### src/rtl/ps2_move_sched_if.sv
// Bus between the PS/2 receiver/game engine side and the move scheduler.
interface ps2_move_sched_if;
    logic       code_valid;
    logic [7:0] code;
    logic       move_ack;
    logic       move_req;
    logic [1:0] move_dir;
    logic [3:0] held;
    logic       pause_pulse;

    modport master (
        output code_valid, code, move_ack,
        input  move_req, move_dir, held, pause_pulse
    );

    modport slave (
        input  code_valid, code, move_ack,
        output move_req, move_dir, held, pause_pulse
    );
endinterface

### src/rtl/ps2_move_sched.sv
// PS/2 scan-code decoder for four direction keys plus pause, with a
// tick-paced req/ack move scheduler and a stale-input watchdog.
module ps2_move_sched #(
    parameter int unsigned TICK_CYCLES  = 1250000,
    parameter int unsigned STALE_CYCLES = 50000000
) (
    input  logic             clock,
    input  logic             reset,
    ps2_move_sched_if.slave  bus
);
    localparam int unsigned CNT_W      = 32;
    localparam logic [CNT_W-1:0] TICK_LAST  = CNT_W'(TICK_CYCLES - 1);
    localparam logic [CNT_W-1:0] STALE_LAST = CNT_W'(STALE_CYCLES - 1);
    localparam bit               STALE_EN   = (STALE_CYCLES != 0);
    localparam logic [7:0] CODE_EXT   = 8'hE0;
    localparam logic [7:0] CODE_BRK   = 8'hF0;
    localparam logic [7:0] CODE_PAUSE = 8'h4D;

    typedef enum logic [1:0] {IDLE, EXT, BRK, EXT_BRK} state_t;

    state_t           state;
    logic [CNT_W-1:0] tick_cnt;
    logic [CNT_W-1:0] stale_cnt;
    logic [1:0]       last_dir;
    logic [3:0]       held_q;
    logic             req_q;
    logic [1:0]       dir_q;
    logic             pause_q;

    logic       tick;
    logic       key_hit;
    logic [1:0] key_dir;
    logic [3:0] dir_bit;
    logic [3:0] held_mk;
    logic [3:0] held_bk;
    logic [1:0] last_mk;
    logic [1:0] last_bk;
    logic [1:0] low_dir;
    logic       is_pause;

    assign tick = (tick_cnt == TICK_LAST);

    // Direction key map; extended and plain codes share a slot.
    always_comb begin
        key_hit = 1'b1;
        key_dir = 2'd0;
        case (bus.code)
            8'h75, 8'h1D: key_dir = 2'd0;
            8'h72, 8'h1B: key_dir = 2'd1;
            8'h6B, 8'h1C: key_dir = 2'd2;
            8'h74, 8'h23: key_dir = 2'd3;
            default:      key_hit = 1'b0;
        endcase
    end

    // Candidate held/last_dir values for a make or break of the current byte.
    always_comb begin
        dir_bit  = key_hit ? (4'b0001 << key_dir) : 4'b0000;
        held_mk  = held_q | dir_bit;
        held_bk  = held_q & ~dir_bit;
        last_mk  = key_hit ? key_dir : last_dir;
        is_pause = (bus.code == CODE_PAUSE);
        if (held_bk[0])      low_dir = 2'd0;
        else if (held_bk[1]) low_dir = 2'd1;
        else if (held_bk[2]) low_dir = 2'd2;
        else                 low_dir = 2'd3;
        last_bk = last_dir;
        if (key_hit && (key_dir == last_dir) && (held_bk != 4'b0000)) begin
            last_bk = low_dir;
        end
    end

    always_ff @(posedge clock) begin
        if (reset) begin
            state     <= IDLE;
            tick_cnt  <= '0;
            stale_cnt <= '0;
            last_dir  <= 2'd0;
            held_q    <= 4'b0000;
            req_q     <= 1'b0;
            dir_q     <= 2'd0;
            pause_q   <= 1'b0;
        end else begin
            pause_q  <= 1'b0;
            tick_cnt <= tick ? '0 : tick_cnt + CNT_W'(1);

            // Ack has priority; ticks during an outstanding request are dropped.
            if (req_q) begin
                if (bus.move_ack) req_q <= 1'b0;
            end else if (tick && (held_q != 4'b0000)) begin
                req_q <= 1'b1;
                dir_q <= last_dir;
            end

            if (bus.code_valid) begin
                stale_cnt <= '0;
                case (state)
                    IDLE: begin
                        if (bus.code == CODE_EXT)      state <= EXT;
                        else if (bus.code == CODE_BRK) state <= BRK;
                        else begin
                            held_q   <= held_mk;
                            last_dir <= last_mk;
                            pause_q  <= is_pause;
                        end
                    end
                    EXT: begin
                        if (bus.code == CODE_BRK)      state <= EXT_BRK;
                        else if (bus.code == CODE_EXT) state <= EXT;
                        else begin
                            held_q   <= held_mk;
                            last_dir <= last_mk;
                            pause_q  <= is_pause;
                            state    <= IDLE;
                        end
                    end
                    BRK: begin
                        if (bus.code == CODE_EXT)      state <= EXT_BRK;
                        else if (bus.code == CODE_BRK) state <= BRK;
                        else begin
                            held_q   <= held_bk;
                            last_dir <= last_bk;
                            state    <= IDLE;
                        end
                    end
                    default: begin
                        if ((bus.code != CODE_EXT) && (bus.code != CODE_BRK)) begin
                            held_q   <= held_bk;
                            last_dir <= last_bk;
                            state    <= IDLE;
                        end
                    end
                endcase
            end else if (STALE_EN && (stale_cnt == STALE_LAST)) begin
                held_q    <= 4'b0000;
                state     <= IDLE;
                stale_cnt <= '0;
            end else begin
                stale_cnt <= stale_cnt + CNT_W'(1);
            end
        end
    end

    assign bus.move_req    = req_q;
    assign bus.move_dir    = dir_q;
    assign bus.held        = held_q;
    assign bus.pause_pulse = pause_q;
endmodule

### src/flat_wrapper.sv
// flat-port wrapper written by rule: the top's interface ports become plain ports
module ps2_move_sched_flat 
#(
    parameter int unsigned TICK_CYCLES  = 1250000,
    parameter int unsigned STALE_CYCLES = 50000000
)
  (clock, reset, bus_code_valid, bus_code, bus_move_ack, bus_move_req, bus_move_dir, bus_held, bus_pause_pulse);
  ps2_move_sched_if bus_i ();
  input  logic clock;
  input  logic reset;
  input wire logic [$bits(bus_i.code_valid)-1:0] bus_code_valid;
  input wire logic [$bits(bus_i.code)-1:0] bus_code;
  input wire logic [$bits(bus_i.move_ack)-1:0] bus_move_ack;
  output wire logic [$bits(bus_i.move_req)-1:0] bus_move_req;
  output wire logic [$bits(bus_i.move_dir)-1:0] bus_move_dir;
  output wire logic [$bits(bus_i.held)-1:0] bus_held;
  output wire logic [$bits(bus_i.pause_pulse)-1:0] bus_pause_pulse;
  assign bus_i.code_valid = bus_code_valid;
  assign bus_i.code = bus_code;
  assign bus_i.move_ack = bus_move_ack;
  assign bus_move_req = bus_i.move_req;
  assign bus_move_dir = bus_i.move_dir;
  assign bus_held = bus_i.held;
  assign bus_pause_pulse = bus_i.pause_pulse;
  ps2_move_sched #(.TICK_CYCLES(TICK_CYCLES), .STALE_CYCLES(STALE_CYCLES)) u_core (.clock(clock), .reset(reset), .bus(bus_i));
endmodule
### config.mk
export PLATFORM = sky130hd
export DESIGN_NAME = ps2_move_sched_flat
export DESIGN_NICKNAME = d
export VERILOG_FILES = /design/src/rtl/ps2_move_sched_if.sv /design/src/rtl/ps2_move_sched.sv /design/src/flat_wrapper.sv
export SDC_FILE = /design/constraint.sdc
export NUM_CORES = 1
export LEC_CHECK = 0
export BUFFER_PORTS_ARGS = -buffer_cell sky130_fd_sc_hd__buf_4
export CAP_MARGIN = 40
export CORE_MARGIN = 5
export CORE_UTILIZATION = 65
export CTS_CLUSTER_DIAMETER = 30
export DETAILED_ROUTE_END_ITERATION = 8
export HOLD_SLACK_MARGIN = 0.06
export PLACE_DENSITY = 0.87
export REMOVE_ABC_BUFFERS = 1
export SLEW_MARGIN = 5
export SYNTH_ARGS = -nofsm -noshare
export SYNTH_HDL_FRONTEND = slang
export SYNTH_SLANG_ARGS = --single-unit
### constraint.sdc
create_clock -name clock -period 6.1 [get_ports clock]
set_clock_uncertainty 0.1 [all_clocks]
set_input_delay 0.305 -clock clock [delete_from_list [all_inputs] [get_ports clock]]
set_output_delay 0.305 -clock clock [all_outputs]
set_load 0.05 [all_outputs]
=== After elaboration in Yosys (flattened, before gate mapping) ===
Cells that the tools add are included.

* Bitwise logic cells: 5
* Shift-type cells: 1
* Muxes and demuxes: 44
* Eq/ne operators: 32
* Add/subtract/negate cells: 2
* Reductions and logical operators: 20

{| class="wikitable"
|+ Operators by type and width
! kind !! count
|-
| 32-bit by 1-bit adder with 32-bit output, second input constant || 2
|-
| 8-bit by 7-bit == test with 1-bit output, second input constant || 5
|-
| 4-bit 2-to-1 mux || 10
|-
| 2-bit 2-to-1 mux || 19
|-
| 32-bit by 21-bit == test with 1-bit output, second input constant || 1
|-
| 32-bit by 26-bit == test with 1-bit output, second input constant || 1
|-
| 8-bit by 5-bit == test with 1-bit output, second input constant || 3
|-
| 3-bit != test, second input constant || 6
|-
| 2-bit one-hot mux with 3 select lines || 3
|-
| 8-bit == test, second input constant || 2
|-
| 8-bit != test, second input constant || 2
|-
| 8-bit AND reduction || 2
|-
| 2-bit != test, second input constant || 6
|-
| 4-bit one-hot mux with 3 select lines || 1
|-
| 4-bit nonzero test || 3
|-
| 1-bit 2-to-1 mux || 10
|-
| 2-bit OR reduction || 5
|-
| 8-bit by 6-bit == test with 1-bit output, second input constant || 1
|-
| 8-bit OR reduction || 1
|-
| 5-bit by 1-bit != test with 1-bit output, second input constant || 1
|-
| 4-bit AND || 1
|-
| 1-bit logical AND || 4
|-
| 4-bit by 2-bit != test with 1-bit output, second input constant || 1
|-
| 4-bit inverter || 1
|-
| other kinds (12) || 13
|}

* Register bits after elaboration: 76
* Word-level logic and storage cells: 112
* Input bits: 12

=== Depth between registers and ports, before layout ===
Gate-level depths: netlist of run 1.

* Depth after elaboration: 14
* Gate-level depth with buffers: 8

=== Least setup slack after synthesis of run 1 ===
OpenSTA, ideal clock, no wires.

* Path kind: register to register
* From: reg u_core.state[0]
* To: reg u_core.last_dir[0]
* Arrival: 1.968 ns
* Slack: 3.936 ns
* Buffers on the path: 1
* Stages on the path, launching flop included: 9
* Library setup time: 0.096 ns
* Cells stage by stage: dfxtp_1 -> inv_1 -> ha_1 -> or2_2 -> clkbuf_1 -> a21o_1 -> a31o_2 -> mux2_2 -> o41ai_2

* Word-level cells in the longest chain between the ends: 3

{| class="wikitable"
|+ Ends and longest elaborated chain
! element !! RTL line !! RTL
|-
| start, declared || ps2_move_sched.sv:21 || <nowiki>state_t state;</nowiki>
|-
| start signal, assigned || ps2_move_sched.sv:75 || <nowiki>state <= IDLE;</nowiki>
|-
| start signal, assigned || ps2_move_sched.sv:99 || <nowiki>if (bus.code == CODE_EXT) state <= EXT;</nowiki>
|-
| start signal, assigned || ps2_move_sched.sv:100 || <nowiki>else if (bus.code == CODE_BRK) state <= BRK;</nowiki>
|-
| 2-bit == test, or another cell as far along || ps2_move_sched.sv:97 || <nowiki>case (state)</nowiki>
|-
| 2-bit != test (no source line) or 4-bit nonzero test (tied branches) || - ||
|-
| 8-bit AND reduction (no source line) || - ||
|-
| end signal, assigned || ps2_move_sched.sv:103 || <nowiki>last_dir <= last_mk;</nowiki>
|-
| end signal, assigned || ps2_move_sched.sv:112 || <nowiki>last_dir <= last_mk;</nowiki>
|-
| end signal, assigned || ps2_move_sched.sv:122 || <nowiki>last_dir <= last_bk;</nowiki>
|-
| end, declared || ps2_move_sched.sv:24 || <nowiki>logic [1:0] last_dir;</nowiki>
|}

Several ways; a longest one is shown, not always the timed one.
A chain may end at the register's enable or synchronous reset.

=== Worst setup path in the final report of run 1 ===
* From: reg u_core.stale_cnt[0]
* To: reg u_core.stale_cnt[4]

* Word-level cells in the longest chain between the ends: 2

{| class="wikitable"
|+ Ends and longest elaborated chain
! element !! RTL line !! RTL
|-
| start, declared || ps2_move_sched.sv:23 || <nowiki>logic [CNT_W-1:0] stale_cnt;</nowiki>
|-
| start signal, assigned || ps2_move_sched.sv:139 || <nowiki>stale_cnt <= stale_cnt + CNT_W'(1);</nowiki>
|-
| branches (longest 2 deep; another with 32-bit by 1-bit adder with 32-bit output) || - ||
|}

Parallel ways; which one is timed is not known.

==> flow_metrics.py, run 1 <==
metrics = {
    "synth": {
        "ys.warnings.count": 0,
        "synthXorXnorAreaFrac_pct": 13.4,
        "async_reset_ff_share_pct": 0,
        "ys_types": 67,
        "synth_fa_ha_area_share_pct": 1.95,
        "synthMuxAreaShare_pct": 1.85,
        "synth_top_family_by_area": "simple AND/OR/NAND/NOR gates",
        "ys.flop_type": "dfxtp_1",
        "synth_compound_area_share_pct": 7.56,
        "syn_area_per_cell_um2": 8.74,
        "syn_area_um2": 3860,
        "synthSimpleGateAreaFrac_pct": 33.4,
        "ys_ff_latch": 76,
        "synth_edf_count": 0,
        "syn_inst": 441,
        "synthTopCellsByArea": "dfxtp_1 (39%), nor2_1 (9.1%), xor2_1 (7.9%)",
        "seq_area_frac_synth_pct": 39.5,
        "yosysMostFrequentCell": "nor2_1",
        "synth_top_area_cell": "dfxtp_1",
        "synth_top_area_share_pct": 39.5,
        "synth_common_cells": "nor2_1 (94), dfxtp_1 (76), xor2_1 (35), nand2_1 (30), xnor2_1 (24)",
    },
    "placement": {
        "dp_hpwl_um": 5290,
        "port_buffers": 19,
        "routabilityCongestion": 0.876,
    },
    "critical_path": {
        "worst_ep_required_time_ns": 6.21,
        "critPathTopFamily": "simple AND/OR/NAND/NOR gates",
        "worstPathCellList": "ha_1, and3_1, nand3_1, o31ai_2, or2_2, nor2_1",
        "critPathKind": "reg2reg",
        "path_buf_inv": 0,
        "cp_slowest_stage_delay_ns": 0.57,
        "endpoint_kind": "flop",
        "critPathArrivalTime_ns": 2.58,
        "crit_fanout": 32,
        "cp_slowest_cell": "or2_2",
        "crit_path_start_kind": "flop",
    },
    "timing": {
        "rsz0062_at_grt": "false",
        "hold_viol_final": 0,
        "period_needed_ns": 2.48,
        "fmax_mhz": 404,
        "drv_slew": 0,
        "post-route-period-util_pct": 40.6,
        "max_slew.worst_pin.slew_ns": 0.667,
        "setup-violations-final": 0,
        "tns_ns": 0,
        "relSlewSlack_pct": 55.1,
    },
    "global_route": {
        "grt_remaining_overflow": 0,
        "grt_busiest_layer": "met2",
        "grt_use_met2_pct": 34.2,
        "met3_usage_pct": 5.58,
        "grt_max_degree": 33,
        "grt_first_pass_wirelength_um": 13200,
        "grt_util_met1_pct": 28.3,
        "antenna_found_initial": 0,
        "first_global_vias": 2986,
        "grt_usage_pct": 21.5,
    },
    "flow_run": {
        "drv_cap": 0,
    },
    "worst_hold_path": {
        "hold_class": "in2reg",
    },
    "die": {
        "io_pins": 20,
        "fp.dieArea_um2": 7570,
        "dieHeight_um": 87.0,
        "start_util_pct": 65.9,
        "core-area_um2": 5850,
        "num_rows": 28,
        "chipWidth_um": 87.0,
    },
    "routing": {
        "vias_per_cell": 5.84,
        "drt_pass1_iterations": 8,
        "drtIter0Drc": 169,
        "wl_per_cell_um": 14.0,
        "totalWireLength_um": 7560,
        "vias": 3149,
        "drc": 0,
        "drtAntennaViolNets": 0,
    },
    "layout": {
        "final_nets": 477,
        "area_growth_pct": 10.6,
        "diodes": 0,
        "drive_gt1_share_pct": 14.0,
        "post-route-util_pct": 72.9,
    },
    "clock_tree": {
        "h-tree-depth": 3,
        "clock_latency_ns": 0.35,
        "cts_tree": "done",
        "cts_sinks": 76,
        "ctsResizeCount": 0,
        "clockRootBuffer": "clkbuf_8",
        "cts_made_buffers": 9,
        "postCtsHoldBufs": 0,
        "cts.reportedPaths.clkPinSlew_ns": 0.09,
        "cts_buffer_depth": 2,
        "post-cts-setup-buffers": 0,
    },
    "pwr": {
        "leakage_nw": 1.51,
        "power_mw": 0.987,
        "ir_drop_mv": 0.243,
        "p_per_area_nw_per_um2": 231,
    },
    "status": {
        "status": "finished clean",
    },
}
metrics by stage:
stage	std cells	hold WS, ns	instance area, µm²	setup WS, ns
CTS	539	0.0991	4270	3.61
global placement	523	0.329	4030	3.78
floorplan	429	0.274	3790	4.02
detailed placement	523	0.337	4030	3.64
finish	539	0.110	4270	3.62
global route	539	0.108	4270	3.39
cell families after synthesis:
family,after synthesis
DFF,76
and+or+nand+nor,237
muxes,7
adders and majority gates,6
xor gates and xnor gates,59
AOI/OAI and AO/OA,36
buffers and inverters,20
power by group:
group          switching (mW)  total [mW]  internal [mW]
clock                   0.188       0.441          0.253
combinational          0.0269      0.0449         0.0180
sequential            0.00242       0.501          0.499
worst register-to-register path: cells and delay by family (launching register included):
family	cells	cell delay [ns]
compound gates	1	0.50
fa+ha+maj	1	0.19
flops	1	0.36
simple gates	4	1.20
sequential cells by signal, indices dropped and copies added (netlist names):
register,flops
u_core.tick_cnt,32
u_core.bus.held,4
u_core.state,2
u_core.bus.move_req,1
u_core.bus.pause_pulse,1
u_core.last_dir,2
u_core.bus.move_dir,2
u_core.stale_cnt,32
placed cells by master, fill, tap and decap left out, drive strengths merged, types with 4 or more instances in the layout:
| cell type | count |
|---|---|
| buf | 19 |
| nand3 | 22 |
| nor4 | 10 |
| or2 | 5 |
| nor4b | 9 |
| dfxtp | 76 |
| nor3 | 8 |
| inv | 8 |
| and3 | 9 |
| ha | 6 |
| and4 | 4 |
| and2 | 5 |
| xnor2 | 24 |
| xor2 | 35 |
| or3 | 4 |
| nor2 | 94 |
| clkbuf | 11 |
| o21ai | 5 |
| a21oi | 6 |
| nand4 | 15 |
| nand2 | 30 |
| mux2i | 6 |
area by class of cell:
| cell class | instances | area [µm²] |
|---|---|---|
| clock buffers | 11 | 151 |
| clock inverters | 5 | 83.8 |
| fillers | 421 | 1580 |
| inverters | 8 | 30.0 |
| multi-input cells | 345 | 2240 |
| flip-flops and latches | 76 | 1520 |
| well taps | 75 | 93.8 |
| repair buffers | 19 | 143 |
path summary, 6_finish.rpt:
| path | from | to | slack (ns) | cells past startpoint |
|---|---|---|---|---|
| setup / recovery | u_core.stale_cnt[0] | u_core.stale_cnt[4] | 3.62 | 6 |
| hold / removal | bus_code[3] | u_core.bus.pause_pulse | 0.11 | 3 |
| setup reg to reg | u_core.stale_cnt[0] | u_core.stale_cnt[4] | 3.62 | 6 |
| hold reg to reg | u_core.stale_cnt[0] | u_core.stale_cnt[0] | 0.35 | 1 |
layer usage:
layer	part of all wire, %	wire length (µm)	vias up
li1	-	-	1584
met1	45	3430	1469
met2	48	3630	86
met3	5.2	395	10
met4	1.3	98	0
met5	0	0	-
Power figures use the tool's default switching activity.
==> run 2: changes to the inputs <==
--- a/config.mk
+++ b/config.mk
@@ -8,11 +8,11 @@
 export BUFFER_PORTS_ARGS = -buffer_cell sky130_fd_sc_hd__buf_4
 export CAP_MARGIN = 40
 export CORE_MARGIN = 5
-export CORE_UTILIZATION = 65
+export CORE_UTILIZATION = 61
 export CTS_CLUSTER_DIAMETER = 30
 export DETAILED_ROUTE_END_ITERATION = 8
 export HOLD_SLACK_MARGIN = 0.06
-export PLACE_DENSITY = 0.87
+export PLACE_DENSITY = 0.82
 export REMOVE_ABC_BUFFERS = 1
 export SLEW_MARGIN = 5
 export SYNTH_ARGS = -nofsm -noshare
==> constraint.sdc (replaced) <==
create_clock -name clock -period 2.5 [get_ports clock]
set_clock_uncertainty 0.1 [all_clocks]
set_input_delay 0.125 -clock clock [delete_from_list [all_inputs] [get_ports clock]]
set_output_delay 0.125 -clock clock [all_outputs]
set_load 0.05 [all_outputs]
==> run 2 against run 1 <==
Against the previous run: hold slack better by 0.048 ns; first-iteration DRC count up 19%; clock power up 130%; sequential power up 140%; routed wire length up 1.4%; count of clock-buffer cells in the layout unchanged; die area up 5.8%; largest cell class unchanged.
==> flow_metrics.py, run 2 (synthesized netlist as in run 1, its figures left out) <==
metrics = {
    "layout": {
        "area_growth_pct": 13.3,
        "seqCellArea_um2": 1520,
        "multiInputGateArea_um2": 2250,
        "diodes": 0,
        "final_cell_mix": "nor2_1 (94), dfxtp_1 (76), xor2_1 (35)",
        "n_fill_cell": 492,
        "final_common_cell": "nor2_1",
        "drive_gt1_share_pct": 14.3,
        "fin_area_um2": 4370,
        "final_nets": 488,
    },
    "critical_path": {
        "path_common_cell": "a221o_1",
        "cp_slowest_cell": "dlygate4sd3_1",
        "reg2regPathDepth": 7,
        "critPathArrivalTime_ns": 2.45,
        "path_buf_inv": 2,
        "worstPathCellList": "dlygate4sd3_1, buf_4, nand4bb_1, a211o_1, a221o_1, a221o_1, a41o_1, o41ai_2",
        "crit_fanout": 8,
        "crit_path_start_kind": "input pin",
        "critPathTopFamily": "compound AO/OA/AOI/OAI gates",
        "cp_slowest_stage_delay_ns": 0.54,
        "ff2ff_setup_slack_ns": 0.23,
        "endpoint_kind": "flop",
        "worstReg2RegEnd": "u_core.tick_cnt[26]",
        "critPathKind": "in2reg",
        "r2r_start": "u_core.tick_cnt[0]",
        "worst_ep_required_time_ns": 2.65,
    },
    "clock_tree": {
        "h-tree-depth": 3,
        "clock_latency_ns": 0.35,
        "cts.reportedPaths.clkPinSlew_ns": 0.08,
        "cts_buffer_depth": 2,
        "cts_made_buffers": 9,
        "cts_tree": "done",
        "post-cts-setup-buffers": 0,
        "cts_sinks": 76,
        "clockRootBuffer": "clkbuf_8",
    },
    "pwr": {
        "p_per_area_nw_per_um2": 541,
        "leakage_nw": 1.56,
        "ir_drop_mv": 0.456,
    },
    "global_route": {
        "first_global_vias": 2981,
        "antenna_found_initial": 0,
        "grt_max_degree": 33,
        "grt_first_pass_wirelength_um": 13000,
        "grt_usage_pct": 20.2,
        "grt_remaining_overflow": 0,
    },
    "timing": {
        "tns_ns": 0,
        "max_slew.worst_pin.slew_ns": 0.645,
        "period_needed_ns": 2.30,
        "drv_slew": 0,
        "fin_ws_ns": 0.198,
        "post-route-period-util_pct": 92.1,
        "hold_viol_final": 0,
        "fmax_mhz": 434,
        "setup-violations-final": 0,
        "rsz0062_at_grt": "false",
        "relSlewSlack_pct": 56.6,
    },
    "placement": {
        "dp_hpwl_um": 5270,
        "port_buffers": 19,
        "dp_slack_ns": 0.285,
        "placedInstanceArea_um2": 4080,
        "routabilityCongestion": 0.898,
    },
    "routing": {
        "vias": 3207,
        "drc": 0,
        "drtIter0Drc": 201,
        "totalWireLength_um": 7670,
        "drt_pass1_iterations": 4,
        "drtAntennaViolNets": 0,
        "vias_per_cell": 5.81,
        "wl_per_cell_um": 13.9,
    },
    "die": {
        "io_pins": 20,
        "chipWidth_um": 89.5,
        "dieHeight_um": 89.5,
        "fp.dieArea_um2": 8010,
        "num_rows": 29,
        "start_util_pct": 61.8,
        "core-area_um2": 6240,
    },
    "worst_hold_path": {
        "hold_class": "in2reg",
        "min_to": "u_core.state[1]",
        "worstHoldPathCells": 4,
        "holdCritStartpoint": "bus_code[4]",
    },
    "status": {
        "status": "finished clean",
    },
    "flow_run": {
        "drv_cap": 0,
    },
}
-- run 2: cell count changes in the layout (fill, tap and decap cells not counted) --
cell / before / now
clkbuf_1: 0 / 2
nor4_2: 1 / 2
inv_6: 0 / 1
dlygate4sd3_1: 0 / 7
nor4_1: 9 / 8
clkbuf_8: 11 / 9
clkinvlp_4: 2 / 1
buf_12: 0 / 1
buf_4: 19 / 22
-- run 2: worst reg2reg max path, cell delays in order (launching register included) --
cell,delay [ns]
dfxtp_1,0.36
ha_1,0.22
nand2_1,0.12
or4_1,0.58
nor3_2,0.33
and3_1,0.25
xnor2_1,0.13
nor2_1,0.06
-- run 2: how the worst max path moves through the flow --
| stage | slack [ns] | end | startpoint | cells past startpoint |
|---|---|---|---|---|
| after floorplan | 0.42 | u_core.last_dir[0] | u_core.state[0] | 7 |
| after global placement | 0.36 | u_core.stale_cnt[26] | u_core.stale_cnt[0] | 7 |
| after detailed placement | 0.28 | u_core.last_dir[0] | u_core.state[0] | 7 |
| after CTS | 0.22 | u_core.last_dir[0] | bus_code[3] | 8 |
| after global routing | 0.09 | u_core.last_dir[0] | bus_code[3] | 8 |
| final | 0.20 | u_core.last_dir[0] | bus_code[3] | 8 |
-- run 2: what timing repair did --
action,CTS,global route
gates resized for setup,0,1
hold buffers,7,0
setup endpoints to repair,0,1
hold endpoints to repair,12,0
-- run 2: layout make-up --
cell class,count,share of cell area [%]
Multi-Input combinational cell,345,51.5
Sequential cell,76,34.8
Timing Repair Buffer,30,5.84
Clock buffer,11,3.01
Tap cell,77,2.21
Clock inverter,5,1.95
Inverter,8,0.687
-- run 2: power by group --
| part | switching (mW) | leakage (nW) | internal (mW) |
|---|---|---|---|
| Clock | 0.451 | 0.104 | 0.568 |
| Sequential | 0.00574 | 0.613 | 1.22 |
| Combinational | 0.0691 | 0.843 | 0.0527 |
-- run 2: stage by stage --
| stage | util, % | std cells | power, mW | hold WS, ns |
|---|---|---|---|---|
| after floorplan | - | 429 | 1.32 | 0.0941 |
| after global placement | 65.3 | 529 | 1.36 | 0.291 |
| after detailed placement | 65.3 | 529 | 1.37 | 0.297 |
| after CTS | 69.9 | 552 | 2.38 | 0.131 |
| after global routing | 70.0 | 552 | 2.46 | 0.150 |
| final | 70.0 | 552 | 2.36 | 0.158 |
-- run 2: per-layer routing --
metal  vias up  routed length (µm)  global-route usage (%)
met2        68                3760                    33.6
met4         0                 102                    7.31
li1       1608                   -                       -
met1      1516                3490                    24.7
met5         -                   0                       0
met3        15                 317                    5.99
